[config.mk]
export PLATFORM = sky130hd
export DESIGN_NAME = regfile_mp
export DESIGN_NICKNAME = d
export VERILOG_FILES = /design/src/rtl/regfile_mp.sv
export SDC_FILE = /design/constraint.sdc
export NUM_CORES = 2
export LEC_CHECK = 0
export ABC_AREA = 0
export CAP_MARGIN = 20
export CELL_PAD_IN_SITES_DETAIL_PLACEMENT = 0
export CELL_PAD_IN_SITES_GLOBAL_PLACEMENT = 1
export CORE_ASPECT_RATIO = 0.6
export CORE_MARGIN = 8
export CORE_UTILIZATION = 56
export CTS_BUF_LIST = sky130_fd_sc_hd__clkbuf_16
export CTS_CLUSTER_DIAMETER = 80
export DETAILED_ROUTE_END_ITERATION = 8
export PLACE_DENSITY_LB_ADDON = 0.15
export SLEW_MARGIN = 20
export SYNTH_ARGS = -nofsm -noshare
export SYNTH_HDL_FRONTEND = slang
export SYNTH_SLANG_ARGS = --single-unit
export TNS_END_PERCENT = 20
[constraint.sdc]
create_clock -name clk_i -period 8.25 [get_ports clk_i]
set_clock_uncertainty 0.1 [all_clocks]
set_input_delay 1.65 -clock clk_i [delete_from_list [all_inputs] [get_ports clk_i]]
set_output_delay 1.65 -clock clk_i [all_outputs]
set_load 0.05 [all_outputs]
[src/rtl/regfile_mp.sv]
// Multi-port register file: two write ports (port 1 wins on collision), NRD read
// lanes with write-through bypass, and a self-sequencing zeroing pass after reset or clear.
module regfile_mp #(
    parameter int DW     = 32,
    parameter int AW     = 5,
    parameter int NRD    = 2,
    parameter int RD_REG = 0
) (
    input  logic              clk_i,
    input  logic              rst_i,
    input  logic              clr_i,
    output logic              ready_o,
    input  logic              we0_i,
    input  logic [AW-1:0]     waddr0_i,
    input  logic [DW-1:0]     wdata0_i,
    input  logic              we1_i,
    input  logic [AW-1:0]     waddr1_i,
    input  logic [DW-1:0]     wdata1_i,
    input  logic [NRD-1:0]    re_i,
    input  logic [NRD*AW-1:0] raddr_i,
    output logic [NRD*DW-1:0] rdata_o
);
    localparam int DEPTH = 2**AW;

    typedef enum logic {CLEAR, READY} state_e;

    state_e         state_q;
    logic [AW-1:0]  cnt_q;
    logic           ready_q;
    logic [DW-1:0]  mem_q [DEPTH];
    logic           wr0_en;
    logic           wr1_en;

    always_ff @(posedge clk_i or posedge rst_i) begin
        if (rst_i) begin
            state_q <= CLEAR;
            cnt_q   <= AW'(1);
            ready_q <= 1'b0;
        end else begin
            case (state_q)
                CLEAR: begin
                    if (cnt_q == {AW{1'b1}}) begin
                        state_q <= READY;
                        ready_q <= 1'b1;
                    end else begin
                        cnt_q <= cnt_q + AW'(1);
                    end
                end
                READY: begin
                    if (clr_i) begin
                        state_q <= CLEAR;
                        ready_q <= 1'b0;
                        cnt_q   <= AW'(1);
                    end
                end
                default: begin
                    state_q <= CLEAR;
                    ready_q <= 1'b0;
                    cnt_q   <= AW'(1);
                end
            endcase
        end
    end

    assign ready_o = ready_q;
    assign wr0_en  = ready_q && we0_i && (waddr0_i != '0);
    assign wr1_en  = ready_q && we1_i && (waddr1_i != '0);

    // Storage is never reset; the CLEAR walk is the only way entries return to zero.
    // Port 1 is written last so it overrides port 0 on an address collision.
    always_ff @(posedge clk_i) begin
        if (!ready_q) begin
            mem_q[cnt_q] <= '0;
        end else begin
            if (wr0_en) mem_q[waddr0_i] <= wdata0_i;
            if (wr1_en) mem_q[waddr1_i] <= wdata1_i;
        end
    end

    for (genvar gi = 0; gi < NRD; gi++) begin : g_rd
        logic [AW-1:0] ra;
        logic [DW-1:0] rd_d;

        assign ra = raddr_i[gi*AW +: AW];

        always_comb begin
            rd_d = '0;
            if (ready_q && re_i[gi] && (ra != '0)) begin
                if (we1_i && (waddr1_i == ra))      rd_d = wdata1_i;
                else if (we0_i && (waddr0_i == ra)) rd_d = wdata0_i;
                else                                rd_d = mem_q[ra];
            end
        end

        if (RD_REG != 0) begin : g_reg
            logic [DW-1:0] rd_q;
            always_ff @(posedge clk_i or posedge rst_i) begin
                if (rst_i) rd_q <= '0;
                else       rd_q <= rd_d;
            end
            assign rdata_o[gi*DW +: DW] = rd_q;
        end else begin : g_comb
            assign rdata_o[gi*DW +: DW] = rd_d;
        end
    end
endmodule
Word-level counts from Yosys, hierarchy flattened:

Memories as Yosys holds them, arrays and structs flattened.
Index checks and enable logic that the tools add are counted.

* add/subtract/negate cells: 1
* equality and inequality tests: 8
* mux-type cells: 25
* bitwise operators: 1
* reduce and logical (&&, ||, !) cells: 19

Operators with widths (number)
* two-way mux 32 bit: 7
* OR reduction 32 bit: 1
* equality test 5 bit: 4
* nonzero test 5 bit: 4
* two-way mux 5 bit: 3
* logical AND 1 bit: 12
* two-way mux 1 bit: 12
* case mux 5 bit (2 select lines): 1
* inequality test 2 bit, second input constant: 3
* adder 5 x 1 -> 5 bit, second input constant: 1
* equality test 5 bit, second input constant: 1
* case mux 1 bit (2 select lines): 2
* AND reduction 2 bit: 2
* inverter 1 bit: 1

* register bits after elaboration: 7
* bits in writable memories: 1024
* input port bits: 91
* output and inout port bits: 65
* logic and storage cells: 58
* memories kept: 1

Memory list
* mem_q: depth 32, width 32, read ports 2, clocked after memory_dff 0, wr ports 2, RTL line 30 `logic [DW-1:0] mem_q [DEPTH];`

Depth between registers and ports, before layout:

* depth in word-level cells: 7
* mapped depth: 10
* depth with buffers taken out: 7

Worst setup path after synthesis:

No wires, ideal clock.

* kind: input port to output port
* start point: input port raddr_i[7]
* end point: output port rdata_o[62]
* arrival time: 4.029 ns
* required time: 6.500 ns
* slack: 2.471 ns
* stages: 7
* buffers on the path: 2
* path through: buf_2 > xor2_1 > nor4_4 > and2_1 > clkbuf_1 > a22oi_1 > a21boi_0

* longest elaborated chain between the ends: 5
* elaborated cells between the ends (all ways): 10
* classes of those cells: eq/ne (2); mux (3); reduce/logical (4); memory (1)

RTL lines
* start: declaration: RTL line 20 `input logic [NRD*AW-1:0] raddr_i,`
* parallel branches: the longest is 4 deep, another holds memory read (32 x 32 bit)
* two-way mux 32 bit (*): RTL line 88 `if (ready_q && re_i[gi] && (ra != '0)) begin`
* end: declaration: RTL line 21 `output logic [NRD*DW-1:0] rdata_o`

Mark *: on every way between the ends.

Final worst setup path:

* start point: input port waddr1_i[2]
* end point: output port rdata_o[2]

* longest elaborated chain between the ends: 4

RTL lines
* start: declaration: RTL line 17 `input logic [AW-1:0] waddr1_i,`
* equality test 5 bit: RTL line 89 `if (we1_i && (waddr1_i == ra)) rd_d = wdata1_i;`
* logical AND 1 bit: RTL line 89
* two-way mux 32 bit: RTL line 89
* two-way mux 32 bit: RTL line 88

Every way passes these cells.

==> results list <==
- The average instance in the mapped netlist occupies 12.1 um2.
- Post-Synthesis Cell Area: 0.0599 mm2
* Final hold viol count: 0
- R2r worst-path depth: 7
- The path class of the tightest hold or removal check is reg -> reg.
- After synthesis, the share of flip-flops with an asynchronous set or reset is 0.679%.
* Cell at the slowest stage of the critical path: sky130_fd_sc_hd__and3_2
- Overall die area: 0.118 mm2
* Hold Slack: just under 0.5 ns
* TritonCTS clock tree: done
- The synthesized design contains about 1000 enable-type register cells.
- In the final routed layout, each cell accounts on average for 36.2 um.
- The initial antenna violation count was 3.
* # DRC: 0
- Data arrives at the worst endpoint at 5.40 ns.
* Highest attainable clock frequency: 140 MHz
* Num CTS Buffers: 101
- The area growth from synthesis to layout is 10.4%.
* Maximum fanout encountered on the critical timing path: 22
- Hold repair after CTS inserted 0 buffers.
- Setup violations remaining at the end of the flow were counted as 0.
- Cells along the critical path: clkdlybuf4s50_1 -> xnor2_1 -> and4_1 -> and3_2 -> buf_4 -> a32oi_1 -> nand3_1 -> clkdlybuf4s50_1
- Synthesis produced a netlist with a net count of 5057.
- The startpoint identified for the worst register-to-register timing path is ready_o$_DFFE_PP0P_.
- Count of placed standard cells including taps: 6067
- In this run the static leakage power is roughly 21 nW.
* Count of pins over their slew limit: 0
- Dividing the detail-routed via count by the number of cells gives 7.23.
* Total number of H-tree levels: 3
* Fraction of layout instances using a drive strength above 1: 20.6%
- Setup repair after global routing left no endpoint under its margin.
* Sequential area share after synthesis: slightly above 50%
* Hold Path Stages: 2
- In this run, post-CTS repair resized a total of 0 instances.
- In the synthesized netlist the dominant register cell turns out to be sky130_fd_sc_hd__edfxtp_1.
- During placement, the flow inserted port buffers numbering 155.
- Worst R2R End: mem_q[16][16]$_DFFE_PP_
- Crit path capture type: output port
- GRT Resource Usage Total: 37.6%
- Total of warnings raised by yosys: 0
- Routed Wire Length: 227 mm
- Worst stage delay on the critical path: 0.94 ns
* Worst reg-to-reg setup slack: 3.24 ns
- In this run, synthesis produced a sequential element count of 1031.
* Root buffer cell: sky130_fd_sc_hd__clkbuf_16
- Entering global routing, the biggest net connects 83 pins.
- CTS saw between 1000 and 1500 sinks.
- Insertion delay to the later sink of the worst-skew pair: 0.74 ns
* Maximum ir drop on the vdd rail: between 150 and 200 uV
* Result of the run: finished, final reports clean
- Broken down by cell family, the worst path's largest delay share belongs to buffers and inverters.
- Summed over all failing endpoints, the final setup total negative slack is 0 ns.
- In this run the count of I/O pins placed on the die edge is about 160.
- Bufs and invs on worst path: 3
- In this run the core area contains 93 standard-cell rows.
* HPWL reported at the end of detailed placement: 135 mm
* Initial Utilization: 56.2%
- Synthesis handed over a netlist of 4964 instances.
- The worst setup path is launched from an input port.
- The finished layout holds 6263 standard cells, fillers aside.
- Max-cap violations in this run came to 0.
* Maximum clock path buffer count: 3
- The smallest clock period supported by the final layout is computed as 7.15 ns.
- Overall die height: 269 um
* Antenna violation net count after detailed routing: 0
* First drt pass iteration count: 7
- Global-route wire length before repair: 319 mm
- Post-layout nets: 4842
* Starting DRC count in detailed routing: 8127
* Number of global-route vias before repair: 42678
- The most critical setup path has its startpoint at waddr1_i[2].
- Clock-pin slew was measured on the worst setup and hold paths at 0.06 ns.
- Of the available clock period, the critical path in the final layout requires 86.7%.
- By instance count, the cell type seen most on the critical path is sky130_fd_sc_hd__clkdlybuf4s50_1.
- Startpoint of the worst hold path: cnt_q[0]$_DFFE_PP1P_
- Width of the chip: 438 um
* Routability congestion estimate from global placement: ~0.9
- Core Area: 0.107 mm2
- For the worst setup path, the data required time is 6.50 ns.
- Hold Path End: cnt_q[0]$_DFFE_PP1P_
* Critical setup path kind: in -> out
* Max transition margin: 16.7%
- At the pin with the least slew margin, the transition time is approximately 1.2 ns.
* Post-CTS Setup Inserts: 0
- GRT overflow: 0
* Vias: 45310
- Synthesis instantiated 55 different standard cells from the library.
- In this run the power density over the cells is between 200 and 250 mW/mm2.
-- kinds of logic (layout without fill, tap and decap cells) --
| logic type | after synthesis | in the layout | share of synthesized area [%] |
|---|---|---|---|
| XOR/XNOR | 20 | 20 | 0.292 |
| AO/OA/AOI/OAI | 1264 | 1264 | 11.5 |
| buffers and inverters | 686 | 556 | 5.05 |
| other | 0 | 4 | 0 |
| multiplexers | 642 | 642 | 22.6 |
| AND/OR/NAND/NOR | 1319 | 1319 | 8.92 |
| flip-flops | 1031 | 1031 | 51.6 |
| adder cells (fa/ha/maj) | 2 | 2 | 0.0417 |
-- worst register-to-register path, stage by stage, from the launching register on --
cell                       delay, ns
sky130_fd_sc_hd__dfrtp_1        0.75
sky130_fd_sc_hd__nand2_1        0.22
sky130_fd_sc_hd__a21oi_4        0.67
sky130_fd_sc_hd__buf_4          0.59
sky130_fd_sc_hd__a21o_1         0.20
sky130_fd_sc_hd__nand2_1        0.49
sky130_fd_sc_hd__o21bai_4       1.09
sky130_fd_sc_hd__buf_4          0.53
-- state kept, by name, summed over array words and instances, names as in the netlist --
signal   flops
mem_q     1024
ready_o      1
state_q      1
cnt_q        5
-- how the worst max path moves through the flow --
stage / end / slack (ns) / cells past startpoint
global route: rdata_o[4] / 1.05 / 8
finish: rdata_o[2] / 1.10 / 8
floorplan: rdata_o[62] / 2.47 / 7
CTS: rdata_o[51] / 1.19 / 7
global placement: rdata_o[51] / 1.21 / 7
detailed placement: rdata_o[51] / 1.19 / 7
-- layout by cell type (no fill, tap or decap), types with 12 or more instances in the layout --
cell type	count
sky130_fd_sc_hd__o21ai_0	1062
sky130_fd_sc_hd__nor2_4	21
sky130_fd_sc_hd__buf_4	150
sky130_fd_sc_hd__a32oi_1	56
sky130_fd_sc_hd__o22ai_4	19
sky130_fd_sc_hd__mux2i_1	72
sky130_fd_sc_hd__inv_1	58
sky130_fd_sc_hd__a22oi_1	71
sky130_fd_sc_hd__bufinv_16	18
sky130_fd_sc_hd__nand2_1	1068
sky130_fd_sc_hd__nand3_1	152
sky130_fd_sc_hd__mux4_2	569
sky130_fd_sc_hd__clkdlybuf4s50_1	142
sky130_fd_sc_hd__o21bai_4	12
sky130_fd_sc_hd__clkinv_2	24
sky130_fd_sc_hd__and2_1	12
sky130_fd_sc_hd__xnor2_1	14
sky130_fd_sc_hd__edfxtp_1	1024
sky130_fd_sc_hd__clkbuf_16	101
sky130_fd_sc_hd__buf_12	19
sky130_fd_sc_hd__clkinv_1	21
-- cell usage after synthesis, types with 14 or more instances --
library cell               number  area [um2]
sky130_fd_sc_hd__nand2_1     1075        4040
sky130_fd_sc_hd__o21ai_0     1062        5320
sky130_fd_sc_hd__edfxtp_1    1024       30700
sky130_fd_sc_hd__mux4_2       569       12800
sky130_fd_sc_hd__clkbuf_1     463        1740
sky130_fd_sc_hd__nand3_1      152         761
sky130_fd_sc_hd__buf_2        109         546
sky130_fd_sc_hd__mux2i_1       72         721
sky130_fd_sc_hd__a22oi_1       71         533
sky130_fd_sc_hd__a32oi_1       56         490
sky130_fd_sc_hd__inv_1         40         150
sky130_fd_sc_hd__buf_4         21         158
sky130_fd_sc_hd__nor2_1        21        78.8
sky130_fd_sc_hd__buf_6         20         225
sky130_fd_sc_hd__o22ai_1       20         125
sky130_fd_sc_hd__buf_1         18        67.6
sky130_fd_sc_hd__xnor2_1       14         123
-- layout make-up --
type	count	area [um2]
Sequential cell	1031	30900
Clock inverter	87	911
Inverter	40	150
Clock buffer	101	2530
Multi-Input combinational cell	3247	26700
Antenna cell	4	10.0
Fill cell	8098	40500
Tap cell	1425	1780
Timing Repair Buffer	328	3180
-- per-layer routing --
metal  GRT usage [%]  share of wire (%)
met2            52.5                 41
met1            52.8                 36
met3            13.8                 17
met5            1.16              0.083
met4            17.1                5.6
-- power by group --
part           leakage (nW)  internal [W]  switching [W]
Combinational          9.83       0.00120        0.00240
Sequential             9.63       0.00660       0.000272
Clock                  1.77       0.00280        0.00219
Total                  21.2        0.0106        0.00485
-- per-stage QoR --
stage	total power (W)	worst slack [ns]	util, %	cell area (um2)
final	0.0154	1.10	62.0	66200
after global routing	0.0158	1.05	62.0	66200
after CTS	0.0153	1.19	61.9	66100
after detailed placement	0.0104	1.19	58.7	62600
after global placement	0.0103	1.21	58.6	62600
after floorplan	0.00891	2.47	-	59900
No activity file was read; power rests on OpenSTA's default activity.
